<file path="src/rtl/pc_unit_pkg.sv">
// Shared types and defaults for the program-counter stage.
package pc_unit_pkg;

  localparam int XLEN = 32;

  localparam logic [XLEN-1:0] RESET_PC_DEFAULT = 32'h0000_0000;
  localparam logic [XLEN-1:0] PC_STEP_DEFAULT  = 32'd4;

  // Encoding 2'd3 is unused; the FSM treats it like BOOT.
  typedef enum logic [1:0] {
    BOOT  = 2'd0,
    REQ   = 2'd1,
    STALL = 2'd2
  } state_e;

endpackage

</file>
<file path="src/rtl/pc_unit_if.sv">
// Instruction-fetch request channel: valid/ready handshake plus wrong-path kill.
interface pc_unit_if;
  import pc_unit_pkg::*;

  logic            fetch_valid;
  logic [XLEN-1:0] fetch_addr;
  logic            fetch_ready;
  logic            fetch_kill;

  modport master (
    output fetch_valid,
    output fetch_addr,
    output fetch_kill,
    input  fetch_ready
  );

  modport slave (
    input  fetch_valid,
    input  fetch_addr,
    input  fetch_kill,
    output fetch_ready
  );

endinterface

</file>
<file path="src/rtl/pc_unit_reg32.sv">
// 32-bit register with synchronous load enable and a parameterised reset value.
module pc_unit_reg32
  import pc_unit_pkg::*;
#(
  parameter logic [XLEN-1:0] RESET_VAL = '0
) (
  input  logic            clk,
  input  logic            rst,
  input  logic            en,
  input  logic [XLEN-1:0] d,
  output logic [XLEN-1:0] q
);

  logic [XLEN-1:0] val_q;
  logic [XLEN-1:0] val_d;

  always_comb begin
    val_d = en ? d : val_q;
  end

  always_ff @(posedge clk) begin
    if (rst) begin
      val_q <= RESET_VAL;
    end else begin
      val_q <= val_d;
    end
  end

  assign q = val_q;

endmodule

</file>
<file path="src/rtl/pc_unit.sv">
// Program-counter stage: holds the PC, issues fetches over valid/ready and
// defers redirects that arrive while a request is blocked.
module pc_unit
  import pc_unit_pkg::*;
#(
  parameter logic [XLEN-1:0] RESET_PC = RESET_PC_DEFAULT,
  parameter logic [XLEN-1:0] PC_STEP  = PC_STEP_DEFAULT
) (
  input  logic            clk,
  input  logic            rst,
  input  logic [XLEN-1:0] next_pc,
  input  logic            redirect,
  input  logic            stall,
  output logic [XLEN-1:0] pc,
  output logic [XLEN-1:0] pc_plus4,
  pc_unit_if.master       fetch
);

  state_e          state_q, state_d;
  logic            fetch_valid_q, fetch_valid_d;
  logic            fetch_kill_q, fetch_kill_d;
  logic            pend_valid_q, pend_valid_d;
  logic            pc_load, pend_load;
  logic [XLEN-1:0] pc_q, pc_d, pend_pc_q;
  logic            transfer;

  pc_unit_reg32 #(.RESET_VAL(RESET_PC)) u_pc_reg (
    .clk (clk),
    .rst (rst),
    .en  (pc_load),
    .d   (pc_d),
    .q   (pc_q)
  );

  pc_unit_reg32 #(.RESET_VAL('0)) u_pend_reg (
    .clk (clk),
    .rst (rst),
    .en  (pend_load),
    .d   (next_pc),
    .q   (pend_pc_q)
  );

  assign pc_plus4 = pc_q + PC_STEP;
  assign transfer = fetch_valid_q & fetch.fetch_ready;

  always_comb begin
    state_d      = state_q;
    pc_load      = 1'b0;
    pc_d         = next_pc;
    pend_valid_d = pend_valid_q;
    pend_load    = 1'b0;
    fetch_kill_d = 1'b0;
    case (state_q)
      REQ: begin
        if (transfer) begin
          pc_load      = 1'b1;
          pc_d         = redirect ? next_pc : (pend_valid_q ? pend_pc_q : pc_plus4);
          pend_valid_d = 1'b0;
          fetch_kill_d = redirect | pend_valid_q;
          state_d      = stall ? STALL : REQ;
        end else if (redirect) begin
          // Request must stay stable; remember only the most recent target.
          pend_valid_d = 1'b1;
          pend_load    = 1'b1;
        end
      end
      STALL: begin
        pc_load      = redirect | pend_valid_q;
        pc_d         = redirect ? next_pc : pend_pc_q;
        pend_valid_d = 1'b0;
        if (!stall) begin
          state_d = REQ;
        end
      end
      default: begin
        pc_load = redirect;
        state_d = stall ? STALL : REQ;
      end
    endcase
    fetch_valid_d = (state_d == REQ);
  end

  always_ff @(posedge clk) begin
    if (rst) begin
      state_q       <= BOOT;
      fetch_valid_q <= 1'b0;
      fetch_kill_q  <= 1'b0;
      pend_valid_q  <= 1'b0;
    end else begin
      state_q       <= state_d;
      fetch_valid_q <= fetch_valid_d;
      fetch_kill_q  <= fetch_kill_d;
      pend_valid_q  <= pend_valid_d;
    end
  end

  assign pc               = pc_q;
  assign fetch.fetch_valid = fetch_valid_q;
  assign fetch.fetch_addr  = pc_q;
  assign fetch.fetch_kill  = fetch_kill_q;

endmodule

</file>
<file path="src/flat_wrapper.sv">
// flat-port wrapper written by rule: the top's interface ports become plain ports
module pc_unit_flat import pc_unit_pkg::*;
#(
  parameter logic [XLEN-1:0] RESET_PC = RESET_PC_DEFAULT,
  parameter logic [XLEN-1:0] PC_STEP  = PC_STEP_DEFAULT
)
  (clk, rst, next_pc, redirect, stall, pc, pc_plus4, fetch_fetch_valid, fetch_fetch_addr, fetch_fetch_kill, fetch_fetch_ready);
  pc_unit_if fetch_i ();
  input  logic clk;
  input  logic rst;
  input  logic [XLEN-1:0] next_pc;
  input  logic redirect;
  input  logic stall;
  output logic [XLEN-1:0] pc;
  output logic [XLEN-1:0] pc_plus4;
  output wire logic [$bits(fetch_i.fetch_valid)-1:0] fetch_fetch_valid;
  output wire logic [$bits(fetch_i.fetch_addr)-1:0] fetch_fetch_addr;
  output wire logic [$bits(fetch_i.fetch_kill)-1:0] fetch_fetch_kill;
  input wire logic [$bits(fetch_i.fetch_ready)-1:0] fetch_fetch_ready;
  assign fetch_fetch_valid = fetch_i.fetch_valid;
  assign fetch_fetch_addr = fetch_i.fetch_addr;
  assign fetch_fetch_kill = fetch_i.fetch_kill;
  assign fetch_i.fetch_ready = fetch_fetch_ready;
  pc_unit #(.RESET_PC(RESET_PC), .PC_STEP(PC_STEP)) u_core (.clk(clk), .rst(rst), .next_pc(next_pc), .redirect(redirect), .stall(stall), .pc(pc), .pc_plus4(pc_plus4), .fetch(fetch_i));
endmodule
</file>
<file path="config.mk">
export PLATFORM = sky130hd
export DESIGN_NAME = pc_unit_flat
export DESIGN_NICKNAME = d
export VERILOG_FILES = /design/src/rtl/pc_unit_pkg.sv /design/src/rtl/pc_unit_if.sv /design/src/rtl/pc_unit_reg32.sv /design/src/rtl/pc_unit.sv /design/src/flat_wrapper.sv
export SDC_FILE = /design/constraint.sdc
export NUM_CORES = 1
export LEC_CHECK = 0
export ABC_AREA = 1
export BUFFER_PORTS_ARGS = -buffer_cell sky130_fd_sc_hd__buf_2
export CELL_PAD_IN_SITES_DETAIL_PLACEMENT = 1
export CELL_PAD_IN_SITES_GLOBAL_PLACEMENT = 2
export CORE_ASPECT_RATIO = 1.75
export CORE_MARGIN = 4
export CORE_UTILIZATION = 27
export CTS_CLUSTER_DIAMETER = 120
export CTS_CLUSTER_SIZE = 24
export DETAILED_ROUTE_END_ITERATION = 8
export GPL_TIMING_DRIVEN = 0
export PLACE_DENSITY = 0.93
export SLEW_MARGIN = 20
export SYNTH_ARGS = -nofsm -noshare
export SYNTH_HDL_FRONTEND = slang
export SYNTH_HIERARCHICAL = 1
export SYNTH_SLANG_ARGS = --single-unit
</file>
<file path="constraint.sdc">
create_clock -name clk -period 2 [get_ports clk]
set_clock_uncertainty 0.05 [all_clocks]
set_input_delay 0.2 -clock clk [delete_from_list [all_inputs] [get_ports clk]]
set_output_delay 0.2 -clock clk [all_outputs]
set_load 0.005 [all_outputs]
</file>
### Word-level counts from Yosys, hierarchy flattened

Index checks and enable logic that the tools add are counted.

* bitwise gates (word level): 4
* reduce and logical (&&, ||, !) cells: 3
* equality and inequality tests: 4
* add/sub/neg operators: 1
* multiplexer cells: 17

Operators with widths (count)
* two-way mux 32 bit: 4
* one-hot mux 32 bit (2 select lines): 1
* adder 32 x 3 -> 32 bit, second input constant: 1
* two-way mux 1 bit: 6
* two-way mux 2 bit: 3
* == test 2 x 1 -> 1 bit, second input constant: 2
* one-hot mux 1 bit (2 select lines): 2
* one-hot mux 2 bit (2 select lines): 1
* inequality test 3 x 2 -> 1 bit, second input constant: 1
* OR reduction 3 bit: 1
* == test 2 bit, second input constant: 1
* NOT 1 bit: 2
* AND reduction 2 bit: 1
* nonzero test 2 bit: 1
* bitwise AND 1 bit: 1
* bitwise OR 1 bit: 1

* logic and storage cells: 35
* register bits after elaboration: 69
* output and inout bits: 98
* input port bits: 37

### Depth between registers and ports, before layout

Gate-level depths: netlist (run 1).

* depth after elaboration: 5
* mapped depth: 17
* mapped depth without buffers: 17

### Hierarchy

The synthesis (run 1) kept the hierarchy.

Modules (own cells, without submodules)
* pc_unit_reg32: times used 2, area an instance 1338.8 µm², cells each 203, sequential area each 640.6 µm²
* pc_unit: times used 1, area an instance 2657.5 µm², cells each 542, sequential area each 100.1 µm²

### Worst setup path before layout (run 1)

No wires, ideal clock.

* kind: reg-to-reg
* start point: register u_core.u_pc_reg.val_q[2] (netlist: u_core/u_pc_reg/q[2])
* end point: register u_core.u_pc_reg.val_q[14] (netlist: u_core/u_pc_reg/q[14])
* data required time: 1.837 ns
* period minus slack after synthesis: 1.834 ns
* setup slack: 0.166 ns
* stages on the path, launching flop included: 15
* library setup time: 0.113 ns
* data arrival time: 1.671 ns
* path buffers: 0
* path through: dfxtp_1 > ha_1 > nand2_2 > inv_1 > nand3_2 > nor2_4 > nand2_1 > o21ai_1 > nor2_1 > o21ai_1 > nand2_1 > inv_1 > nand2_1 > nand2_1 > nor2_1

* word-level cells in the longest chain between the ends: 5

RTL lines
* from (decl): line pc_unit_reg32.sv:14 `logic [XLEN-1:0] val_q;`
* from (signal assigned): line pc_unit_reg32.sv:25 `val_q <= val_d;`
* adder 32 x 3 -> 32 bit: line pc_unit.sv:43 `assign pc_plus4 = pc_q + PC_STEP;`
* two-way mux 32 bit (2 in series): line pc_unit.sv:57 `pc_d = redirect ? next_pc : (pend_valid_q ? pend_pc_q : pc_plus4);`
* two-way mux 32 bit: line pc_unit.sv:55 `if (transfer) begin`
* one-hot mux 32 bit (2 select lines): line pc_unit.sv:53 `case (state_q)`
* net u_core.pc_d[14]: line pc_unit.sv:24 `logic [XLEN-1:0] pc_q, pc_d, pend_pc_q;`

The timed path passes the listed nets, and every way through them passes these cells.
A chain may end at the register's enable or synchronous reset.

### Worst setup path after layout (run 1)

* start point: register u_core.u_pc_reg.val_q[2] (netlist: u_core/u_pc_reg/q[2])
* end point: output pc_plus4[24]

* word-level cells in the longest chain between the ends: 1

RTL lines
* adder 32 x 3 -> 32 bit: line pc_unit.sv:43
* to (decl): line flat_wrapper.sv:15 `output logic [XLEN-1:0] pc_plus4;`

No other way between the ends.

==> results.cfg, run 1 <==
[route]
drtAntennaViolNets = 0
first_iter_violations = 191
vias_per_cell = 4.51
detail_route.wl_per_cell_um = 15.5
routed_wl_mm = 21.6
drc = 0
firstDrtPassIters = 4
vias = 6308

[synth]
synth_edf_count = 0
synthesis.nets = 988
ys_async_sr_fraction_pct = 0
synth_seq_area_share_pct = 25.9
yosysWarnings = 6
ys_ff_latch = 69
yosysUniqueCellTypes = 37
syn_area_um2 = 5340
synthCells = 948
ys_dominant_reg_cell = dfxtp_1
syn_area_per_cell_um2 = 5.63

[timing]
finalSetupViolations = 8
maxSlewHeadroom_pct = 67.2
post-route-period-util_pct = 104
max_freq_mhz = 480
period_minus_slack_ns = 2.08
fin_setup_tns_ns = -0.388
rsz0062_at_grt = true
worst_pin_slew_ns = 0.492
finalHoldViolCount = 0
maxSlewViolCount = 0
worst_slack_ns = -0.0829

[cts]
clkTransAtPathRegs_ns = 0.06
postCtsHoldBufs = 0
root_buffer = clkbuf_16
clock_sinks = 69
cts_tree = yes
clockBufferDepth = 2
cts_buffers = 9
worstSkewPairLatency_ns = 0.34
htreeDepth = 3

[global_routing]
grt_pass1_vias = 6162
grtUsageTotal_pct = 18.5
grt_pass1_wl_mm = 32.3
grt_antenna_before_repair = 0
grt_max_degree = 11
globalRoute.totalOverflow = 0

[pwr]
p_leak_nw = 4.22
power_frac_clock_pct = 19.3
swShare_pct = 40.6
p_comb_share_pct = 52.0
p_total_w = 0.00792
p_per_area_nw_per_um2 = 1030
switchingPower_w = 0.00322
pwr-share-seq_pct = 28.7
p_int_w = 0.00470
ir_drop_mv = 0.490

[worst_setup_path]
arrival_ns = 1.83
cp.required_ns = 1.75
crit_path_start_kind = register
endpoint_kind = output pin
path_class = register to output pin
worstPathMaxFanout = 3

[job]
maxCapViolCount = 0

[floorplanning]
die_width_um = 114
num_io_pins = 135
die_h_um = 194
dieArea_um2 = 22200
core_area_um2 = 19300
num_rows = 67
start_util_pct = 27.7

[placement]
hpwl_mm = 16.3
gp_congestion = 0.884
port_buffers = 133
place_area_um2 = 6300

[status]
violations = setup timing
status = finished with violations

[layout]
fin_util_pct = 40.1
drive_above_1_share_pct = 36.2
nets = 1195
final_area_um2 = 7730
nFillCells = 2643
diodes = 0
area_delta_synth_final_pct = 44.8

[min_path]
hp-class = input port to register
[cell usage after synthesis (2+ instances only)]
| library cell | count | area, µm² |
|---|---|---|
| buf_2 | 13 | 65.1 |
| buf_4 | 35 | 263 |
| clkbuf_1 | 5 | 18.8 |
| dfxtp_1 | 69 | 1380 |
| inv_2 | 2 | 7.51 |
| and2_1 | 10 | 62.6 |
| nor2_2 | 4 | 25.0 |
| a21oi_1 | 10 | 50.1 |
| nor3_2 | 3 | 30.0 |
| o21ai_0 | 17 | 85.1 |
| xnor2_1 | 3 | 26.3 |
| nand2_2 | 6 | 37.5 |
| a31oi_1 | 2 | 12.5 |
| nor2_4 | 4 | 45.0 |
| ha_1 | 3 | 37.5 |
| nand2_1 | 328 | 1230 |
| nor3_1 | 5 | 25.0 |
| inv_1 | 142 | 533 |
| buf_6 | 14 | 158 |
| nand3_2 | 2 | 20.0 |
| nand3_1 | 71 | 355 |
| xor2_1 | 7 | 61.3 |
| o21ai_1 | 3 | 15.0 |
| nand4_1 | 8 | 50.1 |
| nor2_1 | 170 | 638 |
[what timing repair did]
item | 4_1_cts | 5_1_grt
gates resized for setup | 110 | 110
pin swaps | 22 | 42
setup buffers | 24 | 39
endpoints found under the setup margin | 59 | 55
[power by group through the flow]
stage          sequential (W)  clock [W]  combinational (W)
2_1_floorplan         0.00207          0            0.00207
3_3_place_gp          0.00218          0            0.00321
3_5_place_dp          0.00219          0            0.00327
4_1_cts               0.00222    0.00157            0.00363
5_1_grt               0.00233    0.00161            0.00456
6_report              0.00227    0.00153            0.00412
[layer usage]
metal  track usage (%)  routed length (µm)  vias to the layer above
met3              1.81                 704                       40
li1                  -                   -                     3214
met4              7.84                 826                        0
met5                 0                   0                        -
met1              19.9                8280                     2930
met2              35.5               11800                      124
[sequential cells by signal (all words and copies together), names as in the netlist]
signal,cells
u_core/fetch.fetch_kill,1
u_core/fetch.fetch_valid,1
u_core/pend_valid_q,1
u_core/state_q,2
u_core/u_pc_reg/q,32
u_core/u_pend_reg/q,32
[per-stage QoR]
stage	hold WS, ns	setup slack [ns]	instances
final	0.0751	-0.0829	1400
after floorplan	0.219	0.166	948
after CTS	0.0798	-0.0418	1361
after detailed placement	0.416	-0.481	1322
after global placement	0.407	-0.402	1322
after global routing	0.0961	-0.142	1400
[path summary, 6_finish.rpt]
path	cells past startpoint	slack, ns	start	to
setup / recovery	10	-0.08	u_core/u_pc_reg/q[2]$_SDFFE_PP0P_	pc_plus4[24]
hold / removal	2	0.08	rst	u_core/state_q[1]$_SDFF_PP0_
setup reg to reg	14	0.02	u_core/u_pc_reg/q[3]$_SDFFE_PP0P_	u_core/u_pc_reg/q[9]$_SDFFE_PP0P_
hold reg to reg	2	0.42	u_core/u_pend_reg/q[0]$_SDFFE_PP0P_	u_core/u_pend_reg/q[0]$_SDFFE_PP0P_
[worst max-delay path, cell delays in order, from the launching register on]
cell and delay (ns):
dfxtp_4 0.38, ha_4 0.15, nand2_4 0.07, nor3_4 0.25, nand2_2 0.11, nor2_4 0.18
nand2_2 0.07, nand2_2 0.07, nand2_2 0.07, inv_1 0.05, buf_2 0.10
[cell families after synthesis]
| logic type | synth area share (%) |
|---|---|
| flip-flops | 25.9 |
| XOR/XNOR | 1.95 |
| adder cells (fa/ha/maj) | 0.704 |
| buffers and inverters | 20.0 |
| AO/OA/AOI/OAI | 3.96 |
| AND/OR/NAND/NOR | 47.5 |
[cells in the final DEF (no fill, tap or decap), drive strengths merged]
cell	count
nand2	334
buf	260
nor2	178
inv	144
nand3	73
dfxtp	69
o21ai	21
clkbuf	18
a21oi	10
and2	10
nand4	8
xor2	8
nor3	8
ha	3
xnor2	3
a31oi	2
clkinv	2
bufinv	1
o211ai	1
and3	1
or2	1
o21bai	1
a211oi	1
a32oi	1
o2111ai	1
[final cells by class]
class,instances,area (µm²),share of cell area (%)
multi-input combinational,665,3370,43.6
timing repair buffer,196,1170,15.2
clock buffer,13,240,3.11
clock inverter,2,35.0,0.453
buffer,69,563,7.29
inverter,145,557,7.21
tap,241,302,3.90
sequential,69,1490,19.3
No activity file was read; power rests on OpenSTA's default activity.
==> run 2: changes to the inputs <==
Settings changed: CORE_MARGIN 4 to 3.
==> results.cfg, run 2 (synthesized netlist as in run 1, its figures left out) <==
[worst_setup_path]
path_common_cell = nand2_2
critical_path_buf_inv_count = 2
path_class = register to output pin
critPathMaxStageDelay_ns = 0.35
worstPathMaxFanout = 3
path_cells = buf_4 -> nand2_1 -> nor2_1 -> nand2_2 -> nor2_4 -> nand2_2 -> xnor2_2 -> buf_2
cp.required_ns = 1.75
crit_path_start_kind = register
endpoint_kind = output pin
cp_slowest_cell = dfxtp_4
cp_top_family = simple AND/OR/NAND/NOR gates
arrival_ns = 1.85

[pwr]
p_int_w = 0.00509
pwr-share-seq_pct = 27.3
switchingPower_w = 0.00325
p_leak_nw = 4.31
power_frac_clock_pct = 23.9
ir_drop_mv = 0.451
p_comb_share_pct = 48.8
swShare_pct = 39.0
p_per_area_nw_per_um2 = 1060

[status]
violations = setup timing
status = finished with violations

[layout]
area_delta_synth_final_pct = 48.1
seqCellArea_um2 = 1490
nets = 1196
nFillCells = 2593
fin_util_pct = 41.0
multiInputGateArea_um2 = 3400
final_cell_mix = 296 x nand2_1, 149 x nor2_1, 137 x buf_2, 127 x inv_1, 91 x buf_4
drive_above_1_share_pct = 37.8
layout_commonest_cell = nand2_1

[route]
first_iter_violations = 244
vias = 6306
drtAntennaViolNets = 0
drc = 0
vias_per_cell = 4.49
detail_route.wl_per_cell_um = 15.7
routed_wl_mm = 22.0
firstDrtPassIters = 4

[cts]
postCtsHoldBufs = 0
cts_buffers = 9
cts_tree = yes
worstSkewPairLatency_ns = 0.34
root_buffer = clkbuf_16
htreeDepth = 3
clkTransAtPathRegs_ns = 0.06
clock_sinks = 69
clockBufferDepth = 2

[global_routing]
grt_pass1_vias = 6463
grtUsageTotal_pct = 19.1
globalRoute.totalOverflow = 0
grt_pass1_wl_mm = 32.8
grt_max_degree = 13
grt_antenna_before_repair = 1

[timing]
max_freq_mhz = 476
finalSetupViolations = 14
worst_slack_ns = -0.100
post-route-period-util_pct = 105
maxSlewHeadroom_pct = 66.8
maxSlewViolCount = 0
period_minus_slack_ns = 2.10
finalHoldViolCount = 0
rsz0062_at_grt = true
worst_pin_slew_ns = 0.499

[floorplanning]
start_util_pct = 27.7
num_rows = 67
die_h_um = 192
die_width_um = 112
num_io_pins = 135
core_area_um2 = 19300
dieArea_um2 = 21500

[placement]
gp_congestion = 0.891
pre_cts_ws_ns = -0.429
port_buffers = 133
hpwl_mm = 16.2

[job]
maxCapViolCount = 0

[min_path]
hp-class = input port to register
-- run 2: power by group through the flow --
stage          Sequential [W]  Clock, W  Combinational [W]
6_report              0.00228   0.00199            0.00408
3_5_place_dp          0.00219         0            0.00326
4_1_cts               0.00220   0.00204            0.00365
5_1_grt               0.00234   0.00208            0.00452
3_3_place_gp          0.00218         0            0.00320
2_1_floorplan         0.00207         0            0.00207
-- run 2: area by class of cell --
class,instances,share of cell area (%)
Buffer,69,7.17
Sequential cell,69,18.8
Timing Repair Buffer,197,15.4
Clock inverter,6,1.69
Antenna cell,1,0.0317
Tap cell,241,3.82
Clock buffer,10,3.03
Inverter,145,7.05
Multi-Input combinational cell,665,43.0
-- run 2: what timing repair did --
action | in CTS | in global routing
endpoints found under the setup margin | 58 | 56
setup buffers | 34 | 31
gates resized for setup | 110 | 125
pin swaps | 26 | 54
-- run 2: through the flow --
step                      instance area, µm²  hold WS, ns  TNS [ns]  total power, W  instances
after floorplan                         5340        0.219         0         0.00413        948
after global placement                  6300        0.408     -8.02         0.00538       1322
after detailed placement                6300        0.415     -8.68         0.00545       1322
after CTS                               7260       0.0789    -0.359         0.00789       1372
after global routing                    7900       0.0906     -2.99         0.00894       1403
final                                   7900       0.0890    -0.622         0.00834       1403
-- run 2: routing by layer --
metal	GRT usage [%]	up-vias	wire length (µm)
met5	0	-	0
met4	11.3	0	1110
met3	2.08	48	686
met2	35.6	144	11600
met1	20.4	2899	8560
li1	-	3215	-
-- run 2: final timing paths --
check | endpoint | startpoint | slack, ns | cells after the start
worst min register to register | u_core/u_pend_reg/q[11]$_SDFFE_PP0P_ | u_core/u_pend_reg/q[11]$_SDFFE_PP0P_ | 0.42 | 2
worst max-delay path | pc_plus4[26] | u_core/u_pc_reg/q[6]$_SDFFE_PP0P_ | -0.10 | 8
worst min-delay path | u_core/state_q[1]$_SDFF_PP0_ | stall | 0.09 | 3
worst max register to register | u_core/u_pc_reg/q[24]$_SDFFE_PP0P_ | u_core/u_pc_reg/q[2]$_SDFFE_PP0P_ | -0.02 | 16
-- run 2: worst reg2reg max path, delay by kind of cell (launching register included) --
family,cells,cell delay [ns]
AND/OR/NAND/NOR,13,1.21
flip-flops,1,0.37
adder cells (fa/ha/maj),1,0.15
buffers and inverters,2,0.15
